--- config.mk ---
export PLATFORM = sky130hd
export DESIGN_NAME = intr_ctrl
export DESIGN_NICKNAME = d
export VERILOG_FILES = /design/src/rtl/intr_ctrl.sv
export SDC_FILE = /design/constraint.sdc
export NUM_CORES = 1
export LEC_CHECK = 0
export BUFFER_PORTS_ARGS = -buffer_cell sky130_fd_sc_hd__buf_2
export CORE_MARGIN = 2
export CORE_UTILIZATION = 50
export CTS_CLUSTER_DIAMETER = 80
export DETAILED_ROUTE_END_ITERATION = 10
export MAX_ROUTING_LAYER = met4
export PLACE_DENSITY = 0.76
export RECOVER_POWER = 100
export SYNTH_ARGS = -nofsm -noshare
export SYNTH_HDL_FRONTEND = slang
export SYNTH_SLANG_ARGS = --single-unit
--- constraint.sdc ---
create_clock -name clk -period 3.25 [get_ports clk]
set_clock_uncertainty 0.1 [all_clocks]
set_input_delay 0.325 -clock clk [delete_from_list [all_inputs] [get_ports clk]]
set_output_delay 0.325 -clock clk [all_outputs]
set_load 0.05 [all_outputs]
--- src/rtl/intr_ctrl.sv ---
// intr_ctrl: MCU interrupt controller.
// Synchronizes and edge-detects external requests into pending bits, runs the
// request/ack/return handshake with the control unit, and keeps the interrupt
// enable flag plus the C/Z shadow copies saved on ISR entry.
module intr_ctrl #(
   parameter int unsigned NUM_SRC = 4,
   parameter int unsigned ID_W    = (NUM_SRC > 1) ? $clog2(NUM_SRC) : 1
) (
   input  logic               clk,
   input  logic               rst,
   input  logic [NUM_SRC-1:0] irq_in,
   input  logic               sei,
   input  logic               cli,
   input  logic               int_ack,
   input  logic               retie,
   input  logic               c_in,
   input  logic               z_in,
   output logic               intr,
   output logic               int_en,
   output logic [ID_W-1:0]    src_id,
   output logic [NUM_SRC-1:0] pending,
   output logic               shad_c,
   output logic               shad_z,
   output logic               restore
);

   typedef enum logic [1:0] {
      IDLE   = 2'd0,
      REQ    = 2'd1,
      IN_ISR = 2'd2
   } state_t;

   state_t             state;
   logic [NUM_SRC-1:0] sync1;
   logic [NUM_SRC-1:0] sync2;
   logic [NUM_SRC-1:0] prev;
   logic [NUM_SRC-1:0] rise;
   logic [NUM_SRC-1:0] ack_mask;
   logic [ID_W-1:0]    ack_id;

   // A request counts once per low-to-high transition of the synchronized input.
   assign rise = sync2 & ~prev;

   // Fixed priority pick of the pending source to service: bit 0 wins.
   always_comb begin
      ack_id   = '0;
      ack_mask = '0;
      for (int i = int'(NUM_SRC) - 1; i >= 0; i--) begin
         if (pending[i]) begin
            ack_id      = ID_W'(i);
            ack_mask    = '0;
            ack_mask[i] = 1'b1;
         end
      end
   end

   // Capture, enable flag and request/ack/return state machine.
   always_ff @(posedge clk) begin
      if (rst) begin
         sync1   <= '0;
         sync2   <= '0;
         prev    <= '0;
         pending <= '0;
         state   <= IDLE;
         intr    <= 1'b0;
         int_en  <= 1'b0;
         src_id  <= '0;
         shad_c  <= 1'b0;
         shad_z  <= 1'b0;
         restore <= 1'b0;
      end else begin
         sync1   <= irq_in;
         sync2   <= sync1;
         prev    <= sync2;
         restore <= 1'b0;
         pending <= pending | rise;

         // cli dominates sei; the state machine below may override this
         if (cli) begin
            int_en <= 1'b0;
         end else if (sei) begin
            int_en <= 1'b1;
         end

         case (state)
            IDLE: begin
               intr <= 1'b0;
               if (int_en && (pending != '0)) begin
                  state <= REQ;
                  intr  <= 1'b1;
               end
            end
            REQ: begin
               if (int_ack) begin
                  // a fresh edge on the serviced bit keeps it pending
                  src_id  <= ack_id;
                  pending <= (pending & ~ack_mask) | rise;
                  shad_c  <= c_in;
                  shad_z  <= z_in;
                  int_en  <= 1'b0;
                  intr    <= 1'b0;
                  state   <= IN_ISR;
               end else if (cli) begin
                  intr  <= 1'b0;
                  state <= IDLE;
               end else begin
                  intr <= 1'b1;
               end
            end
            IN_ISR: begin
               intr <= 1'b0;
               if (retie) begin
                  int_en  <= 1'b1;
                  restore <= 1'b1;
                  state   <= IDLE;
               end
            end
            default: begin
               intr  <= 1'b0;
               state <= IDLE;
            end
         endcase
      end
   end

endmodule

# ---- Yosys cells after proc, flatten, opt, wreduce, memory -nomap -nowiden
# Index checks and enable logic that the tools add are counted.
dict set report totals {
  ff_bits 25
  inputBits 12
  elab_cells 54
}
dict set report classes {
  n_mux 25
  n_bitwise 7
  n_reduce_logical 6
  eq_ne 5
}
# op count
set ops {}
lappend ops {{4-bit two-way mux} 6}
lappend ops {{2-bit two-way mux} 8}
lappend ops {{4-bit AND} 2}
lappend ops {{1-bit two-way mux} 8}
lappend ops {{4-bit inverter} 2}
lappend ops {{4-bit bitwise OR} 2}
lappend ops {{2-bit one-hot mux with 3 select lines} 1}
lappend ops {{2-bit inequality test (second input constant)} 2}
lappend ops {{1-bit one-hot mux with 2 select lines} 2}
lappend ops {{4-bit nonzero test} 1}
lappend ops {{3-bit inequality test (second input constant)} 1}
lappend ops {{3-bit AND reduction} 1}
lappend ops {{2-bit by 1-bit equality test with 1-bit output (second input constant)} 1}
lappend ops {{2-bit equality test (second input constant)} 1}
lappend ops {{2-bit zero test} 1}
lappend ops {{2-bit AND reduction} 1}
lappend ops {{2-bit OR reduction} 1}
lappend ops {{1-bit logical AND} 1}
lappend ops {{1-bit inverter} 1}

# ---- Longest topological paths before layout
# Gate-level depths: netlist of the first run.
dict set report logic_depth {
  word_depth 9
  depth_mapped 6
}

# ---- Worst setup path before layout of the first run
# OpenSTA, ideal clock, no wires.
dict set report synth_path {
  kind {reg2reg}
  from {reg pending[0]}
  to {reg state[1]}
  arrival_time_ps 1624
  stages_incl_launch_ff 4
  setup_time_ps 123
  n_path_buf 0
  slack_ps 1403
  t_required_ps 3027
  path_cell_list {dfxtp_1 > nor4_1 > a2111oi_1 > mux2_1}
}
dict set report synth_via {
  elab_chain_cells 4
}
# item line
set synth_lines {}
lappend synth_lines {{from (decl)} 21} ;# output logic [NUM_SRC-1:0] pending,
lappend synth_lines {{from (signal assigned)} 76} ;# pending <= pending | rise;
lappend synth_lines {{from (signal assigned)} 97} ;# pending <= (pending & ~ack_mask) | rise;
lappend synth_lines {{4-bit nonzero test} 88} ;# if (int_en && (pending != '0)) begin
lappend synth_lines {{1-bit logical AND} 88}
lappend synth_lines {{2-bit inequality test (no line)} -}
lappend synth_lines {{3-bit AND reduction (no line)} -}
lappend synth_lines {{to (signal assigned)} 89} ;# state <= REQ;
lappend synth_lines {{to (signal assigned)} 102} ;# state <= IN_ISR;
lappend synth_lines {{to (signal assigned)} 105} ;# state <= IDLE;
lappend synth_lines {{to (decl)} 33} ;# state_t state;
# Every way passes these cells.
# A chain may end at the register's enable or synchronous reset.

# ---- Worst setup path in the final report of the first run
dict set report layout_path {
  from {reg state[0]}
  to {reg state[1]}
}
dict set report layout_via {
  elab_chain_cells 3
  word_cells_on_any_way 8
}
# item line
set layout_lines {}
lappend layout_lines {{from (signal assigned)} 64} ;# state <= IDLE;
lappend layout_lines {{from (signal assigned)} 89}
lappend layout_lines {{from (signal assigned)} 102}
lappend layout_lines {{2-bit by 1-bit equality test with 1-bit output, or another cell as far along} 85} ;# case (state)
lappend layout_lines {{3-bit inequality test (no line) or 2-bit inequality test (tied branches)} -}
lappend layout_lines {{3-bit AND reduction (no line)} -}
# Parallel ways exist; a longest one is shown, timed or not.

==> reports/qor_table.md, run 1 <==
| Group | Item | Value |
|---|---|---|
| yosys | Xor and xnor area share after synthesis | 0% |
| cts | Insertion delay to the later sink of the worst-skew pair | 0.32 ns |
| yosys | Portion of synthesized cell area occupied by the leading cell type | 54.2% |
| pwr | Switching power share of the total | 25.9% |
| yosys | Synth cell types | 24 |
| setup path | Kind of cell adding the most delay to the critical path | compound AO/OA/AOI/OAI gates |
| yosys | Number of enable flip-flop cells after synthesis | 0 |
| placement | Number of placed cells counting well taps | 137 |
| setup path | Cell-by-cell trace of the critical path | inv_1 > ha_1 > nor2b_1 > a2111oi_0 > mux2_1 |
| global route | Total global-route track usage | 15.3% |
| yosys | Synthesized instance count | 94 |
| finish | Leading cell type in the layout, fill and taps excluded | sky130_fd_sc_hd__dfxtp_1 |
| setup path | Count of buffering cells on the critical path with inverters included | 1 |
| cts | Number of H-tree levels | 1 |
| pwr | Share of total power in the clock network | 27.0% |
| global route | Maximum number of pins on one net before global-route repair | 27 |
| finish | Highest-count cells in the layout ignoring fill and taps | sky130_fd_sc_hd__dfxtp_1 (25), sky130_fd_sc_hd__nor2b_1 (16), sky130_fd_sc_hd__clkbuf_1 (12) |
| drt | DRC violation total after the first TritonRoute iteration | 2 |
| die | Width of the die | 47.0 um |
| drt | Antenna Violating Nets Remaining | 0 |
| cts | Buffer type at the clock tree root | sky130_fd_sc_hd__clkbuf_4 |
| finish | Layout area overhead | 14.6% |
| hold path | Min-Delay Path Class | input pin to flop |
| finish | Final instance area | 1060 sq um |
| drt | Drt pass-1 iters | 3 |
| yosys | Multiplexer share of the synthesized area | 1.22% |
| yosys | Simple-gate portion of the synthesized area | 26.0% |
| yosys | Synthesized area per cell | 9.82 sq um |
| die | Core Region | 1730 sq um |
| sta | Final Setup Violations | 0 |
| die | Initial core utilization | 53.5% |
| cts | TritonCTS clock tree | yes |
| yosys | Main combinational cell family by area after synthesis | simple AND/OR/NAND/NOR gates |
| drt | Number of design rule violations left after detail routing | 0 |
| yosys | Complex-gate fraction of the synthesized area | 11.7% |
| cts | CTS clock-pin slew for the worst setup and hold paths | 0.13 ns |
| run | Number of max-cap violations | 0 |
| die | Row cnt | 15 |
| cts | Number of clock buffers inserted by TritonCTS | 3 |
| yosys | Part of the Yosys area used for sequential elements | 54.2% |
| finish | Final non-filler cell total | 141 |
| global route | Sum of overflow across all layers after global routing | 0 |
| drt | Post-detailed-routing wire length | 1.50 mm |
| setup path | Category of the most critical setup path | flop to flop |
| drt | DR vias/cell | 4.91 |
| die | # IOs | 23 |
| cts | Buffers from clock root to sink, at most | 2 |
| sta | Max-slew headroom at the worst pin | 30.0% |
| pwr | Standby leakage power | 0.396 nW |
| yosys | Synthesized cell area | 923 sq um |
| cts | Post-CTS setup buffer count | 0 |
| cts | CTS Hold Bufs | 0 |
| cts | Sinks on Clock Net | 25 |
| setup path | Max stage delay on crit path | 0.48 ns |
| pwr | Cell Int Power | 383 uW |
| drt | Detailed-route wire length per cell | 10.6 um |
| yosys | Synth Net Count | 109 |
| sta | Worst hold slack | 0.0884 ns |
| setup path | Arrival time of the worst setup path | 1.97 ns |
| pwr | Power density over the cells | 488 nW/um^2 |
| sta | Setup TNS | 0 ns |
| die | Vertical die dimension | 47.0 um |
| global route | Via count of the first global-routing pass | 580 |
| setup path | Max stage delay cell, worst path | sky130_fd_sc_hd__a2111oi_0 |
| global route | First-pass GRT wire length | 2.31 mm |
| sta | Share of the cycle needed by the critical path after routing | 56.7% |
| sta | Minimum period implied by the final worst setup slack | 1.84 ns |
| sta | Unrepaired setup endpoints after global routing | no |
| placement | Routability congestion estimate from global placement | 0.744 |
| sta | Number of hold violations in the final report | 0 |
| yosys | Async set-or-reset flop fraction in the synthesized netlist | 0% |
| setup path | Critical Path Source Type | flop |
| setup path | Required time of the critical path | 3.37 ns |
| yosys | Count of synthesis-stage warnings from yosys | 0 |
| drt | Via count | 693 |
| yosys | Library cell occupying the most area in the post-synthesis netlist | sky130_fd_sc_hd__dfxtp_1 |
| setup path | Crit end category | flop |
| finish | # nets final | 132 |
| sta | Slew of the pin with the lowest slew margin | 1.05 ns |
| finish | Antenna diodes | 0 |
| sta | Upper clock frequency limit | 0.542 GHz |
| cts | Post-cts repair resize count | 0 |
| pwr | Reported net switching power | 134 uW |
| placement | Port Buf Inserts | 22 |
| pwr | Worst vdd ir | 0.000376 V |
| finish | Share of layout cells above drive strength 1 | 12.1% |
| pwr | Sequential share of power | 62.8% |
| yosys | Area contributors post-synth | sky130_fd_sc_hd__dfxtp_1 (54%), sky130_fd_sc_hd__nor2b_1 (11%), sky130_fd_sc_hd__a21oi_1 (4.3%) |
| outcome | Outcome | finished, final reports clean |
| global route | Antenna violations before repair | 0 |
| placement | Total half-perimeter wirelength after legalization and detailed placement | 1.05 mm |
| yosys | Main flop type after synthesis | sky130_fd_sc_hd__dfxtp_1 |
| pwr | Share of power burned in combinational logic | 10.2% |
| sta | Fin. max-slew vios | 0 |
| placement | Cell Area, Placed | 1050 sq um |
| yosys | Post-synthesis register bit count | 25 |
| die | Die ar. | 2210 sq um |
| setup path | Largest driver fanout on the critical path | 4 |
| yosys | Share of synthesized cell area in full adder, half adder and majority cells | 4.07% |
==> stage by stage <==
| step | power (mW) | worst slack [ns] | utilization, % |
|---|---|---|---|
| 6_report | 0.517 | 1.41 | 61.3 |
| 5_1_grt | 0.537 | 1.25 | 61.3 |
| 4_1_cts | 0.525 | 1.44 | 62.5 |
| 3_5_place_dp | 0.387 | 1.48 | 60.8 |
| 3_3_place_gp | 0.385 | 1.52 | 60.8 |
| 2_1_floorplan | 0.370 | 1.40 | - |
==> layer usage <==
metal	vias to the layer above	track usage [%]	wire (um)
met5	-	-	0
met4	0	6.67	25
met3	4	2.31	84
met2	18	26.6	674
met1	304	17.4	715
li1	367	-	-
==> registers in the layout, indices dropped and copies added (netlist names) <==
register and count:
sync2 4, intr 1, int_en 1, src_id 2, prev 4, pending 4, restore 1, shad_z 1
shad_c 1, state 2, sync1 4
==> final timing paths <==
check | depth (start not counted) | startpoint | slack (ns) | to
max | 5 | state[0]$_SDFFE_PP0P_ | 1.41 | state[1]$_SDFFE_PP0P_
min | 2 | cli | 0.09 | int_en$_SDFF_PP0_
max reg2reg | 5 | state[0]$_SDFFE_PP0P_ | 1.41 | state[1]$_SDFFE_PP0P_
min reg2reg | 1 | sync1[0]$_SDFF_PP0_ | 0.35 | sync2[0]$_SDFF_PP0_
==> layout make-up <==
cell class / count / area, sq um
clock buffers: 3 / 22.5
well taps: 25 / 31.3
multi-input cells: 62 / 390
clock inverters: 1 / 7.51
flip-flops and latches: 25 / 500
fillers: 183 / 668
inverters: 3 / 11.3
repair buffers: 22 / 95.1
==> cells by family (layout without fill, tap and decap cells) <==
| kind of cell | count (synthesis) | count (layout) |
|---|---|---|
| AO/OA/AOI/OAI | 16 | 16 |
| adder cells (fa/ha/maj) | 3 | 3 |
| flip-flops | 25 | 25 |
| AND/OR/NAND/NOR | 42 | 42 |
| buffers and inverters | 7 | 29 |
| multiplexers | 1 | 1 |
==> cells in the mapped netlist, drive strengths merged, types with 2 or more instances <==
master  instances
a21oi           8
clkbuf          4
dfxtp          25
ha              3
inv             3
nand2           6
nand2b          4
nand3           2
nor2            6
nor2b          16
nor3b           2
o41ai           2
or4             2
==> power by group through the flow <==
stage	combinational, mW	sequential, mW	clock [mW]
global placement	0.0542	0.331	0
detailed placement	0.0553	0.331	0
floorplan	0.0253	0.345	0
finish	0.0526	0.325	0.140
CTS	0.0555	0.325	0.145
global route	0.0581	0.326	0.152
(Power assumes the default switching activity.)
==> run 2: changes to the inputs <==
Clock period 3.25 ns to 1.77 ns, I/O delays scaled along.
==> run 2 against run 1 <==
  * Power is 85% higher
  * Via count rose by 5.6%
  * Sequential power grew 84%
==> reports/qor_table.md, run 2 (synthesis results as in run 1) <==
| Group | Item | Value | vs previous |
|---|---|---|---|
| outcome | Outcome | finished, final reports clean | unchanged |
| drt | DR vias/cell | 4.88 | was 4.91 |
| setup path | Kind of cell adding the most delay to the critical path | simple AND/OR/NAND/NOR gates | was compound AO/OA/AOI/OAI gates |
| global route | Met2 demand-to-capacity share in global routing | 26.6% | unchanged |
| sta | Setup TNS | 0 ns | unchanged |
| finish | Share of layout cells above drive strength 1 | 21.6% | was 12.1% |
| placement | Number of placed cells counting well taps | 139 | was 137 |
| global route | Antenna violations before repair | 0 | unchanged |
| sta | Share of the cycle needed by the critical path after routing | 95.8% | was 56.7% |
| die | # IOs | 23 | unchanged |
| pwr | Worst vdd ir | 0.000637 V | was 0.000376 V |
| sta | Slew of the pin with the lowest slew margin | 0.600 ns | was 1.05 ns |
| setup path | Category of the most critical setup path | flop to flop | unchanged |
| setup path | Count of buffering cells on the critical path with inverters included | 1 | unchanged |
| pwr | Total power after layout | 954 uW | was 517 uW |
| sta | Unrepaired setup endpoints after global routing | no | unchanged |
| cts | Buffer type at the clock tree root | sky130_fd_sc_hd__clkbuf_4 | unchanged |
| die | Row cnt | 15 | unchanged |
| die | Core Region | 1730 sq um | unchanged |
| global route | Total global-route track usage | 17.5% | was 15.3% |
| die | Vertical die dimension | 47.0 um | unchanged |
| setup path | Required time of the critical path | 1.91 ns | was 3.37 ns |
| global route | Maximum number of pins on one net before global-route repair | 27 | unchanged |
| cts | Buffers from clock root to sink, at most | 2 | unchanged |
| finish | # nets final | 141 | was 132 |
| global route | Met1 capacity usage during global routing | 21.6% | was 17.4% |
| global route | Most Used Layer, Global Route | met2 | unchanged |
| die | Die ar. | 2210 sq um | unchanged |
| setup path | Critical Path Source Type | flop | unchanged |
| cts | Number of clock buffers inserted by TritonCTS | 3 | unchanged |
| die | Initial core utilization | 53.5% | unchanged |
| cts | CTS clock-pin slew for the worst setup and hold paths | 0.12 ns | was 0.13 ns |
| drt | DRC violation total after the first TritonRoute iteration | 5 | was 2 |
| cts | TritonCTS clock tree | yes | unchanged |
| finish | Leading cell type in the layout, fill and taps excluded | sky130_fd_sc_hd__dfxtp_1 | unchanged |
| cts | Sinks on Clock Net | 25 | unchanged |
| global route | Met3 GRT Util | 3.08% | was 2.31% |
| sta | Upper clock frequency limit | 0.590 GHz | was 0.542 GHz |
| finish | Highest-count cells in the layout ignoring fill and taps | sky130_fd_sc_hd__dfxtp_1 (22), sky130_fd_sc_hd__nor2b_1 (16), sky130_fd_sc_hd__clkbuf_1 (13) | was sky130_fd_sc_hd__dfxtp_1 (25), sky130_fd_sc_hd__nor2b_1 (16), sky130_fd_sc_hd__clkbuf_1 (12) |
| hold path | Min-Delay Path Class | input pin to flop | unchanged |
| setup path | Largest driver fanout on the critical path | 4 | unchanged |
| finish | Final non-filler cell total | 150 | was 141 |
| sta | Minimum period implied by the final worst setup slack | 1.70 ns | was 1.84 ns |
| sta | Max-slew headroom at the worst pin | 60.2% | was 30.0% |
| pwr | Standby leakage power | 0.441 nW | was 0.396 nW |
| cts | Insertion delay to the later sink of the worst-skew pair | 0.30 ns | was 0.32 ns |
| sta | Fin. max-slew vios | 0 | unchanged |
| setup path | Arrival time of the worst setup path | 1.83 ns | was 1.97 ns |
| drt | Antenna Violating Nets Remaining | 0 | unchanged |
| finish | Layout area overhead | 27.2% | was 14.6% |
| drt | Drt pass-1 iters | 4 | was 3 |
| global route | Sum of overflow across all layers after global routing | 0 | unchanged |
| global route | Via count of the first global-routing pass | 651 | was 580 |
| setup path | Cell-by-cell trace of the critical path | inv_1 > ha_2 > nor3b_2 > or4b_1 > a211oi_2 | was inv_1 > ha_1 > nor2b_1 > a2111oi_0 > mux2_1 |
| drt | Via count | 732 | was 693 |
| global route | First-pass GRT wire length | 2.69 mm | was 2.31 mm |
| die | Width of the die | 47.0 um | unchanged |
| setup path | Max stage delay cell, worst path | sky130_fd_sc_hd__or4b_1 | was sky130_fd_sc_hd__a2111oi_0 |
| setup path | Max stage delay on crit path | 0.54 ns | was 0.48 ns |
| drt | Detailed-route wire length per cell | 11.2 um | was 10.6 um |
| run | Number of max-cap violations | 0 | unchanged |
| cts | Number of H-tree levels | 1 | unchanged |
| setup path | Crit end category | flop | unchanged |
| drt | Number of design rule violations left after detail routing | 0 | unchanged |
| pwr | Power density over the cells | 812 nW/um^2 | was 488 nW/um^2 |
| drt | Post-detailed-routing wire length | 1.68 mm | was 1.50 mm |
| finish | Antenna diodes | 0 | unchanged |
| placement | Port Buf Inserts | 22 | unchanged |
| sta | Number of hold violations in the final report | 0 | unchanged |
| placement | Total half-perimeter wirelength after legalization and detailed placement | 1.10 mm | was 1.05 mm |
| placement | Routability congestion estimate from global placement | 0.761 | was 0.744 |
| sta | Worst hold slack | 0.0157 ns | was 0.0884 ns |
| sta | Final Setup Violations | 0 | unchanged |
run 2: through the flow:
stage	cell area (sq um)	worst slack, ns	utilization, %
6_report	1170	0.0743	68.0
5_1_grt	1170	0.00705	68.0
4_1_cts	1160	0.0115	67.2
3_5_place_dp	1070	-0.0457	61.9
3_3_place_gp	1070	0.0620	61.9
2_1_floorplan	927	0.000791	-
run 2: worst paths after layout:
kind / start / cells past startpoint / slack (ns) / end
worst max register to register: state[1]$_SDFFE_PP0P_ / 5 / 0.07 / state[0]$_SDFFE_PP0P_
worst max-delay path: state[1]$_SDFFE_PP0P_ / 5 / 0.07 / state[0]$_SDFFE_PP0P_
worst min register to register: sync1[3]$_SDFF_PP0_ / 1 / 0.35 / sync2[3]$_SDFF_PP0_
worst min-delay path: c_in / 3 / 0.02 / shad_c$_SDFFE_PP0P_
run 2: worst reg2reg max path, delay by kind of cell (launching register included):
| kind | cells | cell delay, ns |
|---|---|---|
| AND/OR/NAND/NOR | 2 | 0.72 |
| flip-flops | 1 | 0.35 |
| adder cells (fa/ha/maj) | 1 | 0.19 |
| AO/OA/AOI/OAI | 1 | 0.19 |
| buffers and inverters | 1 | 0.09 |
run 2: what timing repair did:
item	CTS	global route
hold endpoints to repair	6	0
setup buffers	0	1
gates resized for setup	1	9
setup endpoints to repair	1	4
hold buffers	6	0
pin swaps	1	2
run 2: power by group:
| group | internal [mW] | total [mW] | switching [mW] |
|---|---|---|---|
| registers | 0.583 | 0.597 | 0.0143 |
| logic | 0.0488 | 0.118 | 0.0688 |
| clock network | 0.0879 | 0.239 | 0.151 |
| total | 0.720 | 0.954 | 0.234 |
run 2: final cells by class:
type                    count  area [sq um]
clock buffers               4          26.3
fillers                   154           552
inverters                   3          11.3
multi-input cells          62           427
flip-flops and latches     25           504
well taps                  25          31.3
repair buffers             31           175
run 2: per-layer routing:
| layer | vias up | part of all wire, % | routed length (um) |
|---|---|---|---|
| met4 | 0 | 0.77 | 13 |
| met3 | 2 | 3.7 | 62 |
| met5 | - | 0 | 0 |
| met1 | 330 | 50 | 840 |
| met2 | 17 | 45 | 765 |
| li1 | 383 | - | - |
